### src/rtl/ir_nec_tx.sv
// NEC infrared frame envelope generator: serialises an address/command pair
// (or a repeat code) into a mark/space envelope timed in NEC units.
module ir_nec_tx #(
  parameter int unsigned UNIT_TICKS = 27000,
  parameter int unsigned GAP_UNITS  = 64
) (
  input  logic       clk,
  input  logic       rst_n,
  input  logic       tx_valid,
  input  logic       tx_repeat,
  input  logic [7:0] tx_addr,
  input  logic [7:0] tx_cmd,
  output logic       tx_ready,
  output logic       busy,
  output logic       dout
);

  typedef enum logic [2:0] {
    IDLE, LEAD_MARK, LEAD_SPACE, BIT_MARK, BIT_SPACE, STOP_MARK, GAP
  } state_t;

  localparam logic [31:0] TICK_MAX = 32'(UNIT_TICKS - 1);
  localparam logic [7:0]  GAP_LEN  = 8'(GAP_UNITS);

  state_t      state, state_nxt;
  logic [31:0] tick;
  logic [7:0]  unit;
  logic [5:0]  bit_idx;
  logic [31:0] data;
  logic        rep;
  logic [7:0]  seg_len;
  logic        unit_end, seg_end, accept, mark_nxt;

  assign accept   = (state == IDLE) && tx_valid && tx_ready;
  assign unit_end = (tick == TICK_MAX);
  assign seg_end  = unit_end && (unit == seg_len - 8'd1);

  always_comb begin
    seg_len = 8'd1;
    case (state)
      LEAD_MARK:  seg_len = 8'd16;
      LEAD_SPACE: seg_len = rep ? 8'd4 : 8'd8;
      BIT_SPACE:  seg_len = data[bit_idx[4:0]] ? 8'd3 : 8'd1;
      GAP:        seg_len = GAP_LEN;
      default:    seg_len = 8'd1;
    endcase
  end

  always_comb begin
    state_nxt = state;
    case (state)
      IDLE:       if (accept)  state_nxt = LEAD_MARK;
      LEAD_MARK:  if (seg_end) state_nxt = LEAD_SPACE;
      LEAD_SPACE: if (seg_end) state_nxt = rep ? STOP_MARK : BIT_MARK;
      BIT_MARK:   if (seg_end) state_nxt = BIT_SPACE;
      BIT_SPACE:  if (seg_end) state_nxt = (bit_idx == 6'd31) ? STOP_MARK : BIT_MARK;
      STOP_MARK:  if (seg_end) state_nxt = GAP;
      GAP:        if (seg_end) state_nxt = IDLE;
      default:    state_nxt = IDLE;
    endcase
    mark_nxt = (state_nxt == LEAD_MARK) || (state_nxt == BIT_MARK) ||
               (state_nxt == STOP_MARK);
  end

  always_ff @(posedge clk or negedge rst_n) begin
    if (!rst_n) state <= IDLE;
    else        state <= state_nxt;
  end

  // Outputs are registered from the next state so they line up with it.
  always_ff @(posedge clk or negedge rst_n) begin
    if (!rst_n) begin
      tx_ready <= 1'b0;
      busy     <= 1'b0;
      dout     <= 1'b0;
    end else begin
      tx_ready <= (state_nxt == IDLE);
      busy     <= (state_nxt != IDLE);
      dout     <= mark_nxt;
    end
  end

  always_ff @(posedge clk or negedge rst_n) begin
    if (!rst_n) begin
      tick    <= '0;
      unit    <= '0;
      bit_idx <= '0;
      data    <= '0;
      rep     <= 1'b0;
    end else if (accept) begin
      data    <= {~tx_cmd, tx_cmd, ~tx_addr, tx_addr};
      rep     <= tx_repeat;
      tick    <= '0;
      unit    <= '0;
      bit_idx <= '0;
    end else if (state != IDLE) begin
      if (seg_end) begin
        tick <= '0;
        unit <= '0;
        if (state == BIT_SPACE) bit_idx <= bit_idx + 6'd1;
      end else if (unit_end) begin
        tick <= '0;
        unit <= unit + 8'd1;
      end else begin
        tick <= tick + 32'd1;
      end
    end
  end

endmodule

### config.mk
export PLATFORM = sky130hd
export DESIGN_NAME = ir_nec_tx
export DESIGN_NICKNAME = d
export VERILOG_FILES = /design/src/rtl/ir_nec_tx.sv
export SDC_FILE = /design/constraint.sdc
export NUM_CORES = 1
export LEC_CHECK = 0
export ABC_AREA = 0
export BUFFER_PORTS_ARGS = -buffer_cell sky130_fd_sc_hd__buf_4
export CAP_MARGIN = 5
export CORE_MARGIN = 2
export CORE_UTILIZATION = 43
export DETAILED_ROUTE_END_ITERATION = 10
export GPL_ROUTABILITY_DRIVEN = 0
export PLACE_DENSITY = 0.65
export RECOVER_POWER = 100
export SLEW_MARGIN = 20
export SYNTH_ARGS = -nofsm -noshare
export SYNTH_HDL_FRONTEND = slang
export SYNTH_SLANG_ARGS = --single-unit
### constraint.sdc
create_clock -name clk -period 4.87 [get_ports clk]
set_clock_uncertainty 0.15 [all_clocks]
set_input_delay 0.7305 -clock clk [delete_from_list [all_inputs] [get_ports clk]]
set_output_delay 0.7305 -clock clk [all_outputs]
set_load 0.005 [all_outputs]
Yosys cells after proc, flatten, opt, wreduce, memory -nomap -nowiden. Cells that the tools add are included.

$add $sub $neg: 4. $lt $le $gt $ge: 1. Equal/unequal tests: 12. Multiplexer cells: 27. Bitwise gates (word level): 2. Reduce and logical (&&, ||, !) cells: 15.

Operators by type and width (count): $mux W32 (4); $add A32 B1 Y32 const B (1); $eq A32 B15 Y1 const B (1); $mux W8 (4); $pmux W7 S4 (1); $mux W3 (9); $mux W6 (4); $pmux W3 S7 (1); $not A8 Y8 (2); $eq A3 B3 Y1 const B (4); $eq A3 B2 Y1 const B (3); $reduce_bool A3 Y1 (3); $add A8 B1 Y8 const B (1); $eq A8 B8 Y1 (1); $sub A8 B1 Y8 const B (1); $add A6 B1 Y6 const B (1); $eq A3 B1 Y1 const B (2); $eq A6 B5 Y1 const B (1); $logic_not A3 Y1 (2); $lt A5 B6 Y1 const B (1); $reduce_bool A2 Y1 (3); $bmux W1 S5 (1); $mux W4 (1); $logic_and A1 B1 Y1 (3); other kinds (5) (6).

Flip-flop bits (word level): 85. Input port bits: 20. Output and inout bits: 3. Logic and storage cells: 70.

Logic depth before layout (Yosys ltp).
Depth in word-level cells: 12. Gate-level depth with buffers: 14. Gate-level depth less buffers: 11.

Worst setup path before layout. Ideal clock, no wire load.

Path kind: reg-to-reg. Start: reg bit_idx[0]. End: reg busy. Setup time: 0.139 ns. Data arrival time: 3.970 ns. Required time: 4.581 ns. Slack: 0.611 ns. Cell stages (with the launch flop): 14. Buffers on the path: 2. Period minus slack after synthesis: 4.259 ns. Path through: dfrtp_1 buf_1 mux4_2 mux4_2 mux2_2 nand2_1 ha_1 buf_2 and3_1 o21ai_1 a311oi_2 a31oi_1 a211o_1 or4_1.

Longest elaborated chain between the ends: 10. Elaborated cells between the ends (all ways): 17. Classes of those cells: add/sub: 1; eq/ne: 2; mux: 12; reduce/logical: 2.

Ends and longest elaborated chain: start, declared (line 28) `logic [5:0] bit_idx;`; start signal, assigned (line 100) `if (state == BIT_SPACE) bit_idx <= bit_idx + 6'd1;`; $bmux W1 S5 (line 43) `BIT_SPACE: seg_len = data[bit_idx[4:0]] ? 8'd3 : 8'd1;`; $mux W1 (implied by the code) (line 43); $mux W2 (line 43); $pmux W7 S4 (line 40) `case (state)`; $sub A8 B1 Y8 (line 36) `assign seg_end = unit_end && (unit == seg_len - 8'd1);`; $eq A8 B8 Y1 (line 36); $logic_and A1 B1 Y1 (line 36); $mux W3 (tied with other cells) (line 58) `GAP: if (seg_end) state_nxt = IDLE;`; $pmux W3 S7 (*) (line 51) `case (state)`; net state_nxt[1] (line 25) `state_t state, state_nxt;`; $reduce_bool A3 Y1 (*) (line 78) `busy <= (state_nxt != IDLE);`; end signal, assigned (line 78); end, declared (line 14) `output logic busy,`.

Mark *: on every way through the listed nets, which the timed path passes. The rest lies on a longest branch. The select of a mux whose other input is x is not followed. A chain may end at the register's enable or synchronous reset.

Worst setup path after layout.
Start: reg bit_idx[0]. End: reg bit_idx[3].

Longest elaborated chain between the ends: 9. Elaborated cells between the ends (all ways): 14. Classes of those cells: add/sub: 2; eq/ne: 1; mux: 8; reduce/logical: 3.

Ends and longest elaborated chain (line): $bmux W1 S5 (43); $mux W1 (implied by the code) (43); $mux W2 (43); $pmux W7 S4 (40); $sub A8 B1 Y8 (36); $eq A8 B8 Y1 (36); $logic_and A1 B1 Y1 (36); $reduce_bool A2 Y1 (no line); $reduce_and A3 Y1 (no line).

Several ways; a longest one is shown, not always the timed one. The select of a mux whose other input is x is not followed.

==> run_results.csv <==
group,metric,value,unit
outcome,outcome,"finished with violations",
outcome,violations,"max-capacitance violations, max-slew violations",
yosys,synth_top_area_share,45.5,%
clocking,clock-root-buffer,"clkbuf_8",
critical_path,rr_startpoint,"bit_idx[0]",
critical_path,r2r_end,"bit_idx[3]",
clocking,cts_buffers,9,
pwr,p_clk_share,39.2,%
floorplan,core_area,10700,µm²
sta,max_freq,221,MHz
pwr,p_comb_share,2.1,%
critical_path,arrival,4.65,ns
critical_path,crit_type,"reg -> reg",
pwr,netSwitchingFraction,24.6,%
yosys,synth-seq-cells,85,
global_route,grt_max_degree,45,
critical_path,crit_required,5.01,ns
yosys,synth_nets,498,
critical_path,critPathCaptureType,"register",
clocking,insertion_delay,0.38,ns
pwr,p_switching,295,µW
clocking,ctsResizeCount,0,
finish,layout-drive-gt1-share,13.6,%
yosys,synth_cells,474,
floorplan,die_w,108,µm
pwr,ir_worst_vdd,0.000162,V
global_route,antenna_found_initial,0,
critical_path,crit_fanout,12,
sta,tightest_slew,2.35,ns
clocking,clk_pin_slew,0.10,ns
global_route,use_met2,29.2,%
yosys,synthMuxAreaShare,5.49,%
yosys,yosys.area.top_type,"dfrtp_1",
floorplan,die_h,108,µm
floorplan,start_util,43.7,%
global_route,grt_use_total,18.3,%
pwr,p_leak,0.00228,µW
global_route,overflow,0,
finish,syn_to_final_growth,7.98,%
sta,rsz0062_at_grt,"false",
yosys,synth_area_leaders,"dfrtp_1 (46%), nand2_1 (7.0%), mux4_2 (4.8%), nor2_1 (2.7%), o21a_1 (2.7%)",
drt,ant_nets,0,
critical_path,r2r.worst_path.cells,12,
critical_path,crit_start,"bit_idx[0]",
sta,setup_violations,0,
yosys,async_flop_share,100,%
drt,vias,3570,
finish,fin_util,47.2,%
drt,post_drt_wl_per_cell,15.3,µm
finish,post-route-cell-area,5050,µm²
sta,hold_viol,0,
yosys,synth_simple_gate_area_share,25.9,%
yosys,synth_xor_area_share,4.31,%
yosys,synth_edf_count,0,
placement,place_area,4890,µm²
yosys,yosys_warnings,0,
sta,post-route-period-util,92.7,%
drt,drt_iter0_markers,133,
sta,slew_headroom,-56.8,%
sta,finalSetupTns,0,ns
finish,layout.nets,510,
critical_path,start_kind,"register",
critical_path,crit_end,"bit_idx[3]",
clocking,post_cts_buffers,0,
yosys,synth_compound_area_share,13.7,%
yosys,syn_area,4670,µm²
critical_path,rrSetupSlack,0.35,ns
clocking,holdBufCountCts,0,
placement,io_buffers,22,
clocking,cts_max_path_buffers,2,
clocking,htree_levels,3,
drt,drt_first_pass_iters,4,
pwr,intPower,907,µW
global_route,grtUsageMet1,24.5,%
clocking,cts_tree,"yes",
sta,fin_crit,4.52,ns
floorplan,num_io_pins,23,
clocking,cts_sinks,85,
sta,maxSlewViolCount,99,
yosys,yosysSeqAreaShare,45.5,%
global_route,gr-usage-met3,3.98,%
yosys,ys.flop_type,"dfrtp_1",
drt,post-route-drc-count,0,
drt,routed_wl,9.66,mm
global_route,grt_pass1_wl,17.0,mm
sta,hold_ws,0.338,ns
yosys,synth_cell_types,69,
yosys,synthAdderAreaFrac,1.07,%
yosys,synth_top_family_by_area,"simple AND/OR/NAND/NOR gates",
global_route,grt.busiest_layer,"met2",
drt,vias_per_cell,5.66,
min_path,hold_class,"reg -> reg",
floorplan,dieArea,11700,µm²
pwr,seq_power_share,58.7,%
placement,dpl.hpwl,6.77,mm
job,max_cap_viol_count,3,
global_route,grt_pass1_vias,3500,
floorplan,rows,38,
pwr,power,1200,µW
finish,n_antenna_cell,0,
pwr,power_density,238,nW/µm²
yosys,avgSynthCellArea,9.86,µm²
## routing by layer
| metal | wire (µm) | up-vias |
|---|---|---|
| met2 | 4670 | 60 |
| li1 | - | 1749 |
| met5 | 0 | - |
| met3 | 337 | 12 |
| met1 | 4510 | 1749 |
| met4 | 142 | 0 |
## cell families after synthesis
| family | count (synthesis) |
|---|---|
| multiplexers | 13 |
| AO/OA/AOI/OAI | 89 |
| XOR/XNOR | 23 |
| adder cells (fa/ha/maj) | 4 |
| AND/OR/NAND/NOR | 225 |
| flip-flops | 85 |
| buffers and inverters | 35 |
## sequential cells by signal (all words and copies together) (netlist names)
name      count
rep           1
bit_idx       6
dout          1
data         32
busy          1
unit          8
tick         32
state         3
tx_ready      1
## critical path: stages (launching register included)
cell	delay, ns
dfrtp_1	0.35
buf_4	0.22
mux4_2	0.52
mux4_2	0.48
mux2_2	0.28
nand2_1	0.07
ha_1	0.34
and3_1	0.20
o21ai_1	0.08
a311oi_2	0.51
nand4_1	0.46
or4_1	0.61
a21oi_1	0.16
## metrics by stage
stage,cells,setup slack [ns]
5_1_grt,631,0.0287
3_5_place_dp,615,0.421
6_report,631,0.355
3_3_place_gp,615,0.552
2_1_floorplan,474,0.611
4_1_cts,631,0.386
## cells in the mapped netlist (all sizes together) (11+ instances only)
| cell | instances |
|---|---|
| nand2 | 87 |
| dfrtp | 85 |
| nor2 | 35 |
| nand3 | 18 |
| buf | 17 |
| o21a | 17 |
| a21oi | 16 |
| o21ai | 16 |
| nand4 | 13 |
| nor4 | 12 |
| xor2 | 12 |
| xnor2 | 11 |
## power groups by stage
stage          sequential (µW)  clock, µW  combinational (µW)
2_1_floorplan              719          0               0.214
3_3_place_gp               719          0                26.7
3_5_place_dp               719          0                27.1
4_1_cts                    705        488                27.4
5_1_grt                    705        520                29.3
6_report                   705        472                25.0
## worst min path at each step
stage / to / cells after the start / slack (ns) / startpoint
floorplan: bit_idx[0] / 0 / 0.28 / rst_n
global placement: bit_idx[0] / 1 / 0.31 / bit_idx[0]
detailed placement: data[3] / 2 / 0.32 / data[3]
CTS: tick[28] / 1 / 0.21 / rst_n
global route: data[31] / 2 / 0.36 / tx_cmd[7]
finish: bit_idx[0] / 1 / 0.34 / bit_idx[0]
## layout make-up
class,count,area (µm²)
flip-flops and latches,85,2130
clock inverters,7,57.6
multi-input cells,354,2340
repair buffers,26,181
fillers,1036,5650
inverters,10,37.5
clock buffers,9,124
well taps,140,175
## layout by cell type, fill, tap and decap left out, drive strengths merged, types with 5 or more instances in the layout
cell	count
nand2	87
dfrtp	85
nor2	35
buf	19
nand3	18
o21a	17
a21oi	16
o21ai	16
clkbuf	16
nand4	13
inv	13
xor2	12
nor4	12
xnor2	11
nor3	10
and3	10
mux4	10
o31ai	6
and4bb	6
o22ai	5
nor4b	5
(Power assumes the default switching activity.)
